`src/rtl/pc_redirect_unit.sv`:
```
// rtl/pc_redirect_unit.sv - IF-stage PC register with branch/jump/exception redirect and pending-hold engine
module pc_redirect_unit #(
    parameter logic [31:0] RESET_PC   = 32'h0000_0000,
    parameter logic [31:0] EXC_VECTOR = 32'h0000_0180,
    parameter int          CNT_W      = 16
) (
    input  logic             clk,
    input  logic             rst_n,
    input  logic [1:0]       PCSource,
    input  logic [31:0]      PC_branch,
    input  logic [31:0]      PC_jump,
    input  logic             Stall,
    input  logic             imem_ready,
    output logic [31:0]      PC,
    output logic [31:0]      PC_plus4,
    output logic             Flush_IF,
    output logic             Flush_ID,
    output logic             Flush_EX,
    output logic             redirect_pending,
    output logic [CNT_W-1:0] redirect_cnt
);

    localparam logic [0:0] ST_RUN  = 1'b0;
    localparam logic [0:0] ST_HOLD = 1'b1;

    localparam logic [1:0] SRC_SEQ    = 2'd0;
    localparam logic [1:0] SRC_BRANCH = 2'd1;
    localparam logic [1:0] SRC_JUMP   = 2'd2;
    localparam logic [1:0] SRC_EXC    = 2'd3;

    // Low two bits are dropped everywhere a target is loaded so PC stays word-aligned.
    localparam logic [31:0] ALIGN_MASK = 32'hFFFF_FFFC;
    localparam logic [31:0] EXC_TGT    = EXC_VECTOR & ALIGN_MASK;
    localparam logic [31:0] RST_TGT    = RESET_PC & ALIGN_MASK;
    localparam logic [CNT_W-1:0] CNT_MAX = {CNT_W{1'b1}};

    logic [0:0]       state_q,    state_d;
    logic [31:0]      pc_q,       pc_d;
    logic [31:0]      pend_tgt_q, pend_tgt_d;
    logic             pend_exc_q, pend_exc_d;
    logic [CNT_W-1:0] cnt_q,      cnt_d;

    logic [31:0] tgt_raw;
    logic [31:0] tgt;
    logic        redirect_req;
    logic        redirect_apply;
    logic        flush_all;

    // Select the redirect target from the MEM-stage source and force word alignment.
    always_comb begin
        tgt_raw = EXC_VECTOR;
        case (PCSource)
            SRC_BRANCH: tgt_raw = PC_branch;
            SRC_JUMP:   tgt_raw = PC_jump;
            default:    tgt_raw = EXC_VECTOR;
        endcase
        tgt = tgt_raw & ALIGN_MASK;
    end

    assign redirect_req = (PCSource != SRC_SEQ);

    // Next-state logic: sequential advance, immediate redirect, or park the redirect in HOLD.
    always_comb begin
        state_d        = state_q;
        pc_d           = pc_q;
        pend_tgt_d     = pend_tgt_q;
        pend_exc_d     = pend_exc_q;
        redirect_apply = 1'b0;
        case (state_q)
            ST_RUN: begin
                if (!redirect_req) begin
                    if (!Stall && imem_ready) begin
                        pc_d = PC_plus4;
                    end
                end else if (imem_ready) begin
                    // Younger instructions are squashed, so Stall has no say here.
                    pc_d           = tgt;
                    redirect_apply = 1'b1;
                end else begin
                    pend_tgt_d = tgt;
                    pend_exc_d = (PCSource == SRC_EXC);
                    state_d    = ST_HOLD;
                end
            end
            default: begin
                // Branch/jump requests seen here come from squashed slots; only an
                // exception may replace the parked target.
                if (PCSource == SRC_EXC) begin
                    pend_tgt_d = EXC_TGT;
                    pend_exc_d = 1'b1;
                end
                if (imem_ready) begin
                    pc_d           = ((PCSource == SRC_EXC) || pend_exc_q) ? EXC_TGT : pend_tgt_q;
                    state_d        = ST_RUN;
                    pend_exc_d     = 1'b0;
                    redirect_apply = 1'b1;
                end
            end
        endcase
    end

    // Redirect counter saturates at all-ones instead of wrapping.
    always_comb begin
        cnt_d = cnt_q;
        if (redirect_apply && (cnt_q != CNT_MAX)) begin
            cnt_d = cnt_q + 1'b1;
        end
    end

    // State registers; reset discards any pending redirect.
    always_ff @(posedge clk) begin
        if (!rst_n) begin
            state_q    <= ST_RUN;
            pc_q       <= RST_TGT;
            pend_tgt_q <= 32'd0;
            pend_exc_q <= 1'b0;
            cnt_q      <= '0;
        end else begin
            state_q    <= state_d;
            pc_q       <= pc_d;
            pend_tgt_q <= pend_tgt_d;
            pend_exc_q <= pend_exc_d;
            cnt_q      <= cnt_d;
        end
    end

    // Flushes follow a redirect request combinationally and stay high for the whole HOLD.
    always_comb begin
        flush_all = rst_n && (redirect_req || (state_q == ST_HOLD));
    end

    assign PC               = pc_q;
    assign PC_plus4         = pc_q + 32'd4;
    assign Flush_IF         = flush_all;
    assign Flush_ID         = flush_all;
    assign Flush_EX         = flush_all;
    assign redirect_pending = rst_n && (state_q == ST_HOLD);
    assign redirect_cnt     = cnt_q;

endmodule

```
`config.mk`:
```
export PLATFORM = sky130hd
export DESIGN_NAME = pc_redirect_unit
export DESIGN_NICKNAME = d
export VERILOG_FILES = /design/src/rtl/pc_redirect_unit.sv
export SDC_FILE = /design/constraint.sdc
export NUM_CORES = 1
export LEC_CHECK = 0
export ABC_AREA = 1
export CAP_MARGIN = 15
export CORE_UTILIZATION = 45
export CTS_BUF_LIST = sky130_fd_sc_hd__clkbuf_16
export CTS_CLUSTER_SIZE = 10
export DETAILED_ROUTE_END_ITERATION = 12
export PLACE_DENSITY = 0.83
export SYNTH_ARGS = -nofsm -noshare
export SYNTH_HDL_FRONTEND = slang
export SYNTH_SLANG_ARGS = --single-unit
export TNS_END_PERCENT = 5
```
`constraint.sdc`:
```
create_clock -name clk -period 2.78 [get_ports clk]
set_input_delay 0.278 -clock clk [delete_from_list [all_inputs] [get_ports clk]]
set_output_delay 0.278 -clock clk [all_outputs]
set_load 0.03 [all_outputs]
```
==> out/summary.txt <==
Critical path's slowest cell - clkdlybuf4s50_1
Max Cap Violations - 0
Ys flop type - dfxtp_1
Vias in the first global route - 4946
Register area - 1560 um^2
Final WL - 15100 um
Syn_area_per_cell - 6.56 um^2
Rows - 38
Final setup fails - 0
Fin. max-slew vios - 0
M3 GR Usage - 0.0395
Gate Count Post-Synth - 781
CTS resizes - 0
Setup bufs post-CTS - 0
Critical path's top delay family - buffers and inverters
Critical path buffers and inverters - 2
Most common cell in the synthesized netlist - nand2_1
GR Util met1 - 0.380
CTS H-tree lvls - 3
Initial antenna violation count - 0
Worst hold path startpoint - pend_tgt_q[3]$_SDFFE_PN0P_
Area growth from synthesis to layout - 35.0%
Synth Warn # - 0
Netlist cell types - 40
Gr busiest metal - met2
Crit path cell chain - ha_1 -> inv_2 -> nor2_4 -> nand2_4 -> nor2_4 -> xor2_2 -> clkdlybuf4s50_1
Commonest cells in the netlist - nand2_1 (263), a21oi_1 (79), dfxtp_1 (78)
Die area - 11800 um^2
Fraction of layout cells with a size suffix above 1 - 0.0865
Worst slew pin tran - 0.512 ns
CP Launch Type - flop
Worst endpoint required time - 2.50 ns
NumNets Final - 984
Worst Setup End Kind - output port
Met2 GRT Util - 0.391
Pwr/cell area - 463 nW/um^2
Antenna-violating nets left - 0
Routed wire per std cell - 14.4 um
Sinks on Clock Net - 78
Hold WC Path Type - flop to flop
Clk Latency, worst-skew pair - 0.34 ns
Sequential area share after synthesis - 0.305
Number of synthesized flops with an enable pin - 0
ANT cells - 0
Total iterations of the first detailed-routing run - 5
Pre-CTS worst setup slack - 0.432 ns
Setup TNS - 0 ns
PnR worst setup slack - 0.118 ns
Final period utilization - 0.958
Top-area cell type share of the netlist area - 0.305
Flops & latches, synth - 78
Vias per cell - 5.36
Crit path DAT - 2.38 ns
Largest net degree at the start of global routing - 59
Min Clock Period, post-route - 2.66 ns
RSZ-0062 raised after global routing - no
Cell accounting for the most synthesized area - dfxtp_1
Clock tree buffer depth - 2
Max frequency - 376 MHz
Synthesized area - 5120 um^2
Worst path most repeated cell - nor2_4
Reg2Reg Launch Point - redirect_cnt[0]$_SDFFE_PN0P_
Slowest stage delay, CP - 0.69 ns
IO buf count - 145
Die Span Y - 109 um
Initial core utilization - 0.466
Post-synth ARST share - 0
Layout fillers - 997
Leading post-synthesis cells by cell area - dfxtp_1 (30%), nand2_1 (19%), a21oi_1 (7.7%)
Endpoints failing hold - 0
Hold Buf Count CTS - 0
Crit path launch - PC[3]$_SDFFE_PN0P_
Placed cells - 1037
CP max FO - 5
Grt total ovfl - 0
Slew margin rel. - 0.658
P_leak - 0.00262 uW
DR DRC count - 0
CTS clock-pin slew for the worst setup and hold paths - 0.06 ns
First-pass GRT wire length - 24200 um
CTS tree - yes
Multi-input logic area - 3120 um^2
Clock skew - 0.00785 ns
# IOs - 154
Die Width - 109 um
Dpl hpwl - 11200 um
Final GP Congestion - 0.934
Crit Path Class - flop to output port
Peak supply drop - 351 uV
GRT Overall Usage - 0.260
Initial DRC count - 439
Fin area - 6910 um^2
Root Driver - clkbuf_16
Placeable Area - 11000 um^2
Outcome - finished, final reports clean
Overall power - 3200 uW
Num CTS Buffers - 9
DR vias - 5641
Placed cell areas - 6620 um^2
Non-filler cells, final - 1053
## path summary, 6_finish.rpt
| check | slack [ns] | endpoint | cells after the start |
|---|---|---|---|
| setup / recovery | 0.12 | PC_plus4[18] | 7 |
| hold reg to reg | 0.46 | pend_tgt_q[3]$_SDFFE_PN0P_ | 2 |
| hold / removal | 0.46 | pend_tgt_q[3]$_SDFFE_PN0P_ | 2 |
| setup reg to reg | 0.93 | redirect_cnt[12]$_SDFFE_PN0P_ | 8 |
## metrics by stage
step | util | hold slack (ns)
after floorplan | - | 0.357
after global placement | 0.603 | 0.447
after detailed placement | 0.603 | 0.455
after CTS | 0.629 | 0.463
after global routing | 0.630 | 0.482
final | 0.630 | 0.463
## layout by cell type, fill, tap and decap left out, types with 7 or more instances in the layout
master / netlist / final
dfxtp_1: 78 / 78
nor3_1: 9 / 9
nand2_1: 263 / 263
xor2_2: 7 / 7
a21oi_1: 79 / 79
buf_4: 10 / 16
clkdlybuf4s50_1: 0 / 138
xnor2_1: 8 / 8
nand2_2: 9 / 9
a31oi_1: 23 / 23
clkbuf_16: 0 / 9
nor2_1: 53 / 52
nand3_1: 42 / 42
o21ai_0: 38 / 38
nor2_4: 10 / 10
inv_1: 41 / 41
a22o_1: 23 / 23
## layer usage
layer  vias up  share of wire
li1       2815              -
met1      2551           0.45
met2       258           0.45
met3        17          0.083
met4         0          0.017
met5         -              0
## power by group
group	internal, uW	total [uW]	switching, uW
clock network	614	1120	507
logic	341	840	499
registers	1170	1240	68.2
## kinds of logic (layout without fill, tap and decap cells)
family | count (synthesis) | count (layout) | synth area share
adders and majority gates | 6 | 6 | 0.0147
xor gates and xnor gates | 21 | 21 | 0.0462
other | 1 | 4 | 0.000732
and+or+nand+nor | 411 | 411 | 0.353
buffers and inverters | 95 | 224 | 0.0896
AOI/OAI and AO/OA | 169 | 169 | 0.191
DFF | 78 | 78 | 0.305
## registers in the layout, summed over array words and instances, names as in the netlist
signal,flops
PC,30
pend_tgt_q,30
redirect_cnt,16
pend_exc_q,1
state_q,1
## final cells by class
class	instances	share of cell area
clock buffer	9	0.0326
clock inverter	7	0.00832
inverter	48	0.0261
multi-input combinational	611	0.452
sequential	78	0.226
tap	140	0.0253
timing repair buffer	160	0.230
## worst reg2reg max path: cells and delay by family, from the launching register on
| kind | cells | cell delay [ns] |
|---|---|---|
| fa+ha+maj | 1 | 0.32 |
| flops | 1 | 0.41 |
| buf+inv | 1 | 0.16 |
| compound gates | 1 | 0.16 |
| simple gates | 5 | 0.70 |
No activity file was read; power rests on OpenSTA's default activity.
